`config.mk`:
```
export PLATFORM = sky130hd
export DESIGN_NAME = encoder_8_2_3
export DESIGN_NICKNAME = d
export VERILOG_FILES = /design/src/rtl/encoder_pkg.sv /design/src/rtl/prio_enc_8to3.sv /design/src/rtl/encoder_8_2_3.sv
export SDC_FILE = /design/constraint.sdc
export NUM_CORES = 1
export LEC_CHECK = 0
export ABC_AREA = 1
export BUFFER_PORTS_ARGS = -buffer_cell sky130_fd_sc_hd__buf_2
export CAP_MARGIN = 20
export CELL_PAD_IN_SITES_DETAIL_PLACEMENT = 0
export CELL_PAD_IN_SITES_GLOBAL_PLACEMENT = 1
export CORE_AREA = 2 2 39 41
export CTS_CLUSTER_DIAMETER = 80
export DETAILED_ROUTE_END_ITERATION = 16
export DIE_AREA = 0 0 41 43
export MAX_ROUTING_LAYER = met4
export PLACE_DENSITY = 0.61
export SYNTH_ARGS = -nofsm -noshare
export SYNTH_HDL_FRONTEND = slang
export SYNTH_HIERARCHICAL = 1
export SYNTH_SLANG_ARGS = --single-unit
```
`constraint.sdc`:
```
create_clock -name clk -period 1.1 [get_ports clk]
set_clock_uncertainty 0.2 [all_clocks]
set_input_delay 0 -clock clk [delete_from_list [all_inputs] [get_ports clk]]
set_output_delay 0 -clock clk [all_outputs]
set_load 0.005 [all_outputs]
```
`src/rtl/encoder_pkg.sv`:
```
// Shared widths, reset value and helper for the registered 8-to-3 priority encoder.
// Imported by the combinational priority stage and the registered top.
package encoder_pkg;

  localparam int unsigned ENC_IN_W  = 8;
  localparam int unsigned ENC_OUT_W = 3;

  localparam logic [ENC_OUT_W-1:0] ENC_O_RST = 3'd0;

  // Clearing the lowest set bit leaves something behind only when two or more bits were set.
  function automatic logic enc_is_multi(input logic [ENC_IN_W-1:0] req);
    return ((req & (req - 8'd1)) != 8'd0);
  endfunction

endpackage : encoder_pkg

```
`src/rtl/prio_enc_8to3.sv`:
```
// Combinational highest-index-wins 8-to-3 priority encoder.
// Produces the next-state code, valid and multi flags for the registered top.
module prio_enc_8to3
  import encoder_pkg::*;
(
  input  logic [ENC_IN_W-1:0]  i_req,
  output logic [ENC_OUT_W-1:0] o_code,
  output logic                 o_valid,
  output logic                 o_multi
);

  logic [ENC_OUT_W-1:0] w_code;

  // Descending-index priority select; all-zero falls to the reset code.
  always_comb begin
    w_code = ENC_O_RST;
    casez (i_req)
      8'b1???_????: w_code = 3'd7;
      8'b01??_????: w_code = 3'd6;
      8'b001?_????: w_code = 3'd5;
      8'b0001_????: w_code = 3'd4;
      8'b0000_1???: w_code = 3'd3;
      8'b0000_01??: w_code = 3'd2;
      8'b0000_001?: w_code = 3'd1;
      8'b0000_0001: w_code = 3'd0;
      default:      w_code = ENC_O_RST;
    endcase
  end

  assign o_code  = w_code;
  assign o_valid = (i_req != 8'd0);
  assign o_multi = enc_is_multi(i_req);

endmodule : prio_enc_8to3

```
`src/rtl/encoder_8_2_3.sv`:
```
// Registered 8-to-3 encoder: one-cycle latency, highest set bit wins,
// with valid (any request) and multi (not one-hot) flags.
module encoder_8_2_3
  import encoder_pkg::*;
(
  input  logic                 clk,
  input  logic                 rst_n,
  input  logic [ENC_IN_W-1:0]  i,
  output logic [ENC_OUT_W-1:0] O,
  output logic                 valid,
  output logic                 multi
);

  logic [ENC_OUT_W-1:0] w_code;
  logic                 w_valid;
  logic                 w_multi;

  logic [ENC_OUT_W-1:0] r_O;
  logic                 r_valid;
  logic                 r_multi;

  prio_enc_8to3 u_prio_enc (
    .i_req   (i),
    .o_code  (w_code),
    .o_valid (w_valid),
    .o_multi (w_multi)
  );

  // Output registers; reset clears them without waiting for a clock.
  always_ff @(posedge clk or negedge rst_n) begin
    if (!rst_n) begin
      r_O     <= ENC_O_RST;
      r_valid <= 1'b0;
      r_multi <= 1'b0;
    end else begin
      r_O     <= w_code;
      r_valid <= w_valid;
      r_multi <= w_multi;
    end
  end

  assign O     = r_O;
  assign valid = r_valid;
  assign multi = r_multi;

endmodule : encoder_8_2_3

```
==> results of run 1 <==
[cell families after synthesis]
group	after synthesis	share of synthesized area
AOI/OAI and AO/OA	4	0.0810
buffers and inverters	12	0.146
and+or+nand+nor	26	0.368
DFF	5	0.405
[what timing repair did]
action	in CTS	in global routing
hold buffers	5	1
endpoints found under the setup margin	0	6
hold endpoints to repair	10	9
resized for setup	0	1
[power by group through the flow]
| stage | clock network [W] | logic [W] | registers (W) |
|---|---|---|---|
| 2_1_floorplan | 0 | 0.0000395 | 0.000196 |
| 3_3_place_gp | 0 | 0.0000804 | 0.000194 |
| 3_5_place_dp | 0 | 0.0000798 | 0.000194 |
| 4_1_cts | 0.000219 | 0.0000926 | 0.000192 |
| 5_1_grt | 0.000225 | 0.000105 | 0.000192 |
| 6_report | 0.000206 | 0.0000915 | 0.000192 |
[per-layer routing]
layer	routed length (um)	part of all wire
met5	0	0
met4	0	0
met3	39	0.060
met2	331	0.51
met1	275	0.43
[final cells by class]
type	count	area share
Multi-Input combinational cell	30	0.292
Sequential cell	5	0.263
Timing Repair Buffer	19	0.253
Inverter	12	0.0947
Clock buffer	4	0.0553
Tap cell	16	0.0421
[final timing paths]
path	cells after the start	to	from	slack, ns
min	3	O[0]	i[3]	-0.14
max	5	O[1]	i[6]	0.05
min in group asynchronous	3	O[2]	rst_n	0.44
max in group asynchronous	3	O[0]	rst_n	0.13
[per-stage QoR]
stage	hold WS [ns]	util	cell area [sq um]	setup WS [ns]
6_report	-0.136	0.344	475	0.0512
5_1_grt	-0.117	0.344	475	0.00392
4_1_cts	-0.139	0.344	475	0.0295
3_5_place_dp	-0.382	0.288	399	0.178
3_3_place_gp	-0.384	0.288	399	0.175
2_1_floorplan	-0.496	-	309	0.405
[Yosys cell counts (all sizes together)]
cell    count
nand2      14
inv        11
nor2        7
dfrtp       5
nand3       5
a21oi       1
clkinv      1
o211ai      1
o21ai       1
o21bai      1
[registers in the layout (all words and copies together), names as in the netlist]
name,cells
O,3
multi,1
valid,1
[worst max-delay path: cells and delay by family]
family	cells	cell delay (ns)
buf+inv	3	0.74
simple gates	1	0.08
compound gates	1	0.15
==> results.sh, run 1 <==
export IMPL_p_leak_nw=0.242
export IMPL_fillers=156
export IMPL_criticalPathCategory="input port to register"
export IMPL_cap_violations=0
export IMPL_synth_fp_nets=57
export IMPL_via_per_inst=3.88
export IMPL_io_buffers=14
export IMPL_grt_pass1_wl_mm=1.08
export IMPL_track_usage=0.0936
export IMPL_grt_pass1_vias=316
export IMPL_powerDensity_nw_per_um2=1030
export IMPL_critPathSlowestCell="dlygate4sd3_1"
export IMPL_nets=81
export IMPL_synth_seq_cells=5
export IMPL_grtUsageMet2=0.147
export IMPL_slew_headroom=0.873
export IMPL_cts_tree="done"
export IMPL_dr_first_iter_drc_count=0
export IMPL_grt_max_degree=6
export IMPL_fin_cells=86
export IMPL_multi_input_area_sq_um=139
export IMPL_finalPower_w=0.000489
export IMPL_vias=334
export IMPL_power_frac_seq=0.392
export IMPL_dieHeight_um=43
export IMPL_grtUsageMet3=0
export IMPL_hp_class="input port to register"
export IMPL_tightestPinTransition_ns=0.188
export IMPL_synth_top_cell_by_area="dfrtp_1"
export IMPL_post_dp_hpwl_um=547
export IMPL_final_seq_area_sq_um=125
export IMPL_overflow=0
export IMPL_yosys_warnings=6
export IMPL_postCtsSetupBuffers=0
export IMPL_p_int_w=0.000371
export IMPL_status="finished, violations left"
export IMPL_start_util=0.223
export IMPL_switching_share=0.242
export IMPL_endpoint_kind="register"
export IMPL_pwr_share_clk=0.421
export IMPL_yosys_area_top_type_share=0.405
export IMPL_final_cell_mix="buf_2 (14), nand2_1 (13), inv_1 (10)"
export IMPL_final_common_cell="buf_2"
export IMPL_path_cells="buf_2, inv_1, nand2_1, o21bai_1, dlygate4sd3_1"
export IMPL_die_area_sq_um=1760
export IMPL_ant_nets=0
export IMPL_num_rows=14
export IMPL_core_sq_um=1380
export IMPL_syn_inst=47
export IMPL_die_x_um=41
export IMPL_rsz0062_at_grt="false"
export IMPL_start_kind="input port"
export IMPL_met1_usage=0.0932
export IMPL_timing_final_crit_share=0.953
export IMPL_antenna_found_initial=0
export IMPL_synthTopCellsByArea="dfrtp_1 (40%), nand2_1 (16%), inv_1 (13%), nand3_1 (8.1%), nor2_2 (6.1%)"
export IMPL_fmax_mhz=953
export IMPL_critPathRequiredTime_ns=1.02
export IMPL_place_congestion=0.707
export IMPL_ir_drop_uv=248
export IMPL_top_usage_layer="met2"
export IMPL_hold_viol=4
export IMPL_slowest_delay_ns=0.55
export IMPL_htree_levels=1
export IMPL_root_buffer="clkbuf_4"
export IMPL_setup_viol=0
export IMPL_cts_inserted_buffers=3
export IMPL_syn_cell_area_sq_um=309
export IMPL_drc=0
export IMPL_routedWlPerCell_um=7.51
export IMPL_hold_slack_ns=-0.136
export IMPL_ys_seq_area_frac=0.405
export IMPL_drv_slew=0
export IMPL_violations="hold timing"
export IMPL_postSynthAreaPerCell_sq_um=6.58
export IMPL_place_inst=77
export IMPL_wirelength_um=646
export IMPL_antenna_cells=0
export IMPL_min_period_ns=1.05
export IMPL_area_delta_synth_final_pct=53.8
export IMPL_num_io_pins=15
export IMPL_ys_types=12
export IMPL_clkTransAtPathRegs_ns=0.04
export IMPL_fin_setup_tns_ns=0
export IMPL_drt_first_pass_iters=1
export IMPL_path_max_fanout=3
export IMPL_clockBufferDepth=2
export IMPL_p_sw_w=0.000118
export IMPL_cp_arrival_ns=0.97
export IMPL_cts_sinks=5
export IMPL_drive_gt1_frac=0.314
export IMPL_power_frac_comb=0.187
Power figures use the tool's default switching activity.
==> run 2, diff against run 1 <==
Settings changed: PLACE_DENSITY 0.61 to 0.62, SYNTH_HIERARCHICAL 1 to unset.
==> run 2 against run 1 <==
Compared with the run above: the run still ends with hold timing left; critical path depth shrank 1; first-iteration DRC count is 4 higher; sequential power about the same; die area unchanged; area after synthesis grew 6.1%; critical endpoint is now O[0]; largest power group unchanged; highest routed layer unchanged.
==> results.sh, run 2 <==
export IMPL_hold_slack_ns=-0.168
export IMPL_slew_headroom=0.879
export IMPL_start_kind="input port"
export IMPL_via_per_inst=4.21
export IMPL_largest_register_ff_count=3
export IMPL_min_period_ns=1.01
export IMPL_drt_first_pass_iters=4
export IMPL_die_area_sq_um=1760
export IMPL_hold_depth=3
export IMPL_endpoint_kind="register"
export IMPL_vias=358
export IMPL_fmax_mhz=990
export IMPL_criticalPathCategory="input port to register"
export IMPL_root_buffer="clkbuf_4"
export IMPL_synthAdderAreaFrac=0
export IMPL_antenna_found_initial=0
export IMPL_finalPower_w=0.000502
export IMPL_synthTopCellsByArea="dfrtp_1 (38%), nand2_1 (15%), inv_2 (8.0%), nand3_1 (7.6%), nor2_1 (5.7%)"
export IMPL_drv_slew=0
export IMPL_hold_viol=4
export IMPL_synth_most_common_cell="nand2_1"
export IMPL_start_util=0.237
export IMPL_hp_class="input port to register"
export IMPL_hold_buffers=4
export IMPL_synthFlopType="dfrtp_1"
export IMPL_violations="hold timing"
export IMPL_clockBufferDepth=2
export IMPL_synthArstFlopShare=1.00
export IMPL_hold_path_startpoint="i[4]"
export IMPL_dieHeight_um=43
export IMPL_synth_top_cell_by_area="dfrtp_1"
export IMPL_post_dp_hpwl_um=589
export IMPL_synth_compound_area_frac=0.0153
export IMPL_drive_gt1_frac=0.435
export IMPL_io_buffers=14
export IMPL_clkTransAtPathRegs_ns=0.04
export IMPL_status="finished, violations left"
export IMPL_synth_top_family_by_area="simple AND/OR/NAND/NOR gates"
export IMPL_place_congestion=0.730
export IMPL_synthMuxAreaShare=0
export IMPL_cap_violations=0
export IMPL_ant_nets=0
export IMPL_cts_inserted_buffers=3
export IMPL_htree_levels=1
export IMPL_syn_cell_area_sq_um=328
export IMPL_fillers=153
export IMPL_routedWlPerCell_um=8.24
export IMPL_cp_arrival_ns=0.92
export IMPL_fin_setup_tns_ns=0
export IMPL_core_sq_um=1380
export IMPL_drc=0
export IMPL_ctsResizeCount=0
export IMPL_ir_drop_uv=269
export IMPL_holdPathEnd="O[2]"
export IMPL_num_rows=14
export IMPL_synth_fp_nets=57
export IMPL_overflow=0
export IMPL_die_x_um=41
export IMPL_critPathSlowestCell="dlygate4sd3_1"
export IMPL_rsz0062_at_grt="false"
export IMPL_track_usage=0.102
export IMPL_yosys_warnings=0
export IMPL_final_cell_mix="buf_2 (14), nand2_1 (13), inv_2 (7)"
export IMPL_slowest_delay_ns=0.57
export IMPL_worstPathBufferInverterCount=2
export IMPL_grt_max_degree=6
export IMPL_synth_edf_count=0
export IMPL_antenna_cells=0
export IMPL_path_delay_family="buffers and inverters"
export IMPL_synth_seq_cells=5
export IMPL_timing_final_crit_share=0.918
export IMPL_p_leak_nw=0.247
export IMPL_yosys_area_top_type_share=0.382
export IMPL_nets=80
export IMPL_ys_types=13
export IMPL_path_cells="buf_2, a21oi_1, dlygate4sd3_1, nand3_1"
export IMPL_final_common_cell="buf_2"
export IMPL_critPathRequiredTime_ns=1.01
export IMPL_tightestPinTransition_ns=0.181
export IMPL_synth_simple_area_share=0.477
export IMPL_powerDensity_nw_per_um2=1040
export IMPL_multi_input_area_sq_um=161
export IMPL_path_max_fanout=5
export IMPL_dr_first_iter_drc_count=4
export IMPL_synth_xor_area_frac=0
export IMPL_setup_viol=0
export IMPL_wirelength_um=700
export IMPL_area_delta_synth_final_pct=47.7
export IMPL_num_io_pins=15
export IMPL_ys_seq_area_frac=0.382
export IMPL_cts_tree="done"
export IMPL_grt_pass1_wl_mm=1.16
export IMPL_postSynthAreaPerCell_sq_um=6.97
export IMPL_syn_inst=47
export IMPL_cts_sinks=5
export IMPL_postCtsSetupBuffers=0
export IMPL_final_seq_area_sq_um=125
export IMPL_grt_pass1_vias=330
export IMPL_ys_top_cells_by_count="nand2_1 (13), inv_2 (7), dfrtp_1 (5), nand3_1 (5), nor2_1 (5)"
[run 2: worst min-delay path, stage by stage]
cell    delay, ns
buf_2        0.13
nor3_4       0.06
inv_1        0.04
[run 2: layer usage]
layer	track usage	up-vias	part of all wire	routed length, um
met2	0.150	19	0.51	355
li1	-	185	-	-
met1	0.106	154	0.38	263
met3	0.0157	0	0.11	80
met5	-	-	0	0
met4	0.100	0	0	0
[run 2: area by class of cell]
type	instances	area share
sequential	5	0.258
multi-input combinational	31	0.333
timing repair buffer	18	0.227
inverter	11	0.0853
tap	16	0.0413
clock buffer	4	0.0543
[run 2: report_power, final]
part           leakage (nW)  internal [W]  switching [W]
Clock                0.0150      0.000137      0.0000713
Combinational         0.184     0.0000448      0.0000574
Sequential           0.0476      0.000190     0.00000118
Total                 0.247      0.000372       0.000130
[run 2: cells by family (layout without fill, tap and decap cells)]
group | count (synthesis) | count (layout)
simple gates | 30 | 30
buf+inv | 11 | 33
flops | 5 | 5
compound gates | 1 | 1
[run 2: worst max path at each step]
stage,startpoint,endpoint,slack [ns],depth (start not counted)
finish,i[7],O[0],0.09,4
detailed placement,i[1],multi,0.19,7
floorplan,i[2],multi,0.42,6
global route,i[7],O[0],0.03,4
global placement,i[1],multi,0.19,7
CTS,i[2],O[1],0.12,6
[run 2: through the flow]
step	setup WS, ns	cells	instance area (sq um)	hold WS [ns]	util
3_3_place_gp	0.190	77	418	-0.386	0.302
3_5_place_dp	0.193	77	418	-0.381	0.302
2_1_floorplan	0.418	47	328	-0.496	-
6_report	0.0897	85	484	-0.168	0.350
5_1_grt	0.0297	85	484	-0.142	0.350
4_1_cts	0.121	85	484	-0.177	0.350
==> run 3, diff against run 2 <==
Clock period 1.1 ns to 1 ns, I/O delays scaled along.
==> run 3 against run 2 <==
Compared with the run above: via count is 8.1% lower; core utilization fell by 0.99 points; die area stayed put; combinational power is 7% higher; critical path depth fell by 1; non-clock buffer count decreased by 2; the run still ends with hold timing left; count of clock-buffer cells in the layout is the same; sequential power increased by 9.9%; global-route usage is 1.3 points higher; wire length rose by 2.9%; clock power is 9% higher; worst hold slack got worse by 0.027 ns.
==> results.sh, run 3 (synthesized netlist as in run 2, its figures left out) <==
export IMPL_die_area_sq_um=1760
export IMPL_grt_max_degree=6
export IMPL_path_cells="dlygate4sd3_1, dlygate4sd3_1, buf_6"
export IMPL_drv_slew=0
export IMPL_cap_violations=0
export IMPL_clockBufferDepth=2
export IMPL_drc=0
export IMPL_tightestPinTransition_ns=0.182
export IMPL_hold_depth=3
export IMPL_post_dp_hpwl_um=611
export IMPL_hold_slack_ns=-0.195
export IMPL_cts_sinks=5
export IMPL_setup_viol=0
export IMPL_largest_register_ff_count=3
export IMPL_pwr_share_clk=0.416
export IMPL_htree_levels=1
export IMPL_slew_headroom=0.878
export IMPL_final_cell_mix="nand2_1 (13), buf_2 (13), inv_2 (7)"
export IMPL_routedWlPerCell_um=8.67
export IMPL_critPathRequiredTime_ns=1.26
export IMPL_num_io_pins=15
export IMPL_vias=329
export IMPL_num_rows=14
export IMPL_via_per_inst=3.96
export IMPL_hp_class="input port to register"
export IMPL_status="finished, violations left"
export IMPL_drive_gt1_frac=0.448
export IMPL_min_period_ns=0.944
export IMPL_holdPathEnd="O[1]"
export IMPL_fin_setup_tns_ns=0
export IMPL_hold_path_startpoint="i[6]"
export IMPL_critPathSlowestCell="dlygate4sd3_1"
export IMPL_endpoint_kind="async pin"
export IMPL_path_max_fanout=5
export IMPL_clkTransAtPathRegs_ns=0.04
export IMPL_core_sq_um=1380
export IMPL_overflow=0
export IMPL_antenna_found_initial=0
export IMPL_nets=78
export IMPL_dr_first_iter_drc_count=5
export IMPL_power_frac_comb=0.199
export IMPL_slowest_delay_ns=0.56
export IMPL_criticalPathCategory="input port to async pin"
export IMPL_cts_inserted_buffers=3
export IMPL_timing_final_crit_share=0.944
export IMPL_area_delta_synth_final_pct=43.5
export IMPL_rsz0062_at_grt="false"
export IMPL_p_int_w=0.000406
export IMPL_place_congestion=0.726
export IMPL_start_util=0.237
export IMPL_powerDensity_nw_per_um2=1160
export IMPL_grt_pass1_wl_mm=1.28
export IMPL_track_usage=0.115
export IMPL_cp_arrival_ns=1.21
export IMPL_die_x_um=41
export IMPL_fin_ws_ns=0.0563
export IMPL_power_frac_seq=0.385
export IMPL_ir_drop_uv=264
export IMPL_hold_buffers=2
export IMPL_drt_first_pass_iters=4
export IMPL_switching_share=0.258
export IMPL_fillers=158
export IMPL_ant_nets=0
export IMPL_cp_common_cell="dlygate4sd3_1"
export IMPL_p_sw_w=0.000141
export IMPL_pre_cts_slack_ns=0.110
export IMPL_grt_pass1_vias=333
export IMPL_start_kind="input port"
export IMPL_antenna_cells=0
export IMPL_violations="hold timing"
export IMPL_root_buffer="clkbuf_4"
export IMPL_p_leak_nw=0.242
export IMPL_cts_tree="done"
export IMPL_io_buffers=14
export IMPL_fmax_mhz=1060
export IMPL_hold_viol=5
export IMPL_dieHeight_um=43
export IMPL_wirelength_um=720
export IMPL_postCtsSetupBuffers=0
run 3: cell count changes in the layout (fill, tap and decap cells not counted), sizes merged:
cell         before  now
dlygate4sd3       4    2
run 3: stage by stage:
stage                util  total power (W)  instance area, sq um  instances
floorplan               -         0.000266                   328         47
global placement    0.302         0.000315                   418         77
detailed placement  0.302         0.000315                   418         77
CTS                 0.335         0.000558                   464         83
global route        0.340         0.000598                   470         83
finish              0.340         0.000547                   470         83
run 3: power by group through the flow:
| stage | sequential (W) | combinational (W) | clock, W |
|---|---|---|---|
| CTS | 0.000211 | 0.000107 | 0.000240 |
| global placement | 0.000213 | 0.000102 | 0 |
| global route | 0.000211 | 0.000125 | 0.000262 |
| floorplan | 0.000215 | 0.0000508 | 0 |
| detailed placement | 0.000214 | 0.000101 | 0 |
| finish | 0.000211 | 0.000109 | 0.000227 |
run 3: critical path: cells and delay by family:
family                 cells  cell delay, ns
buffers and inverters      3            1.20
run 3: worst max path at each step:
| stage | from | to | slack (ns) |
|---|---|---|---|
| 4_1_cts | rst_n | O[1] | 0.04 |
| 2_1_floorplan | i[2] | multi | 0.32 |
| 3_3_place_gp | i[3] | multi | 0.09 |
| 6_report | rst_n | O[2] | 0.06 |
| 3_5_place_dp | i[3] | multi | 0.11 |
| 5_1_grt | rst_n | O[1] | 0.003 |
run 3: repair_timing:
action                                  CTS  global route
endpoints found under the setup margin    0             5
resized for setup                         0             3
endpoints found under the hold margin    10             5
run 3: final cells by class:
class / count / area [sq um] / area share
clock buffers: 4 / 26.3 / 0.0559
inverters: 11 / 41.3 / 0.0878
multi-input cells: 31 / 161 / 0.343
flip-flops and latches: 5 / 125 / 0.266
well taps: 16 / 20.0 / 0.0426
repair buffers: 16 / 96.3 / 0.205
run 3: metal layers:
layer	vias up	wire length [um]	track usage
met2	13	353	0.156
met1	137	302	0.132
li1	179	-	-
met5	-	0	-
met4	0	0	0.100
met3	0	64	0.0314
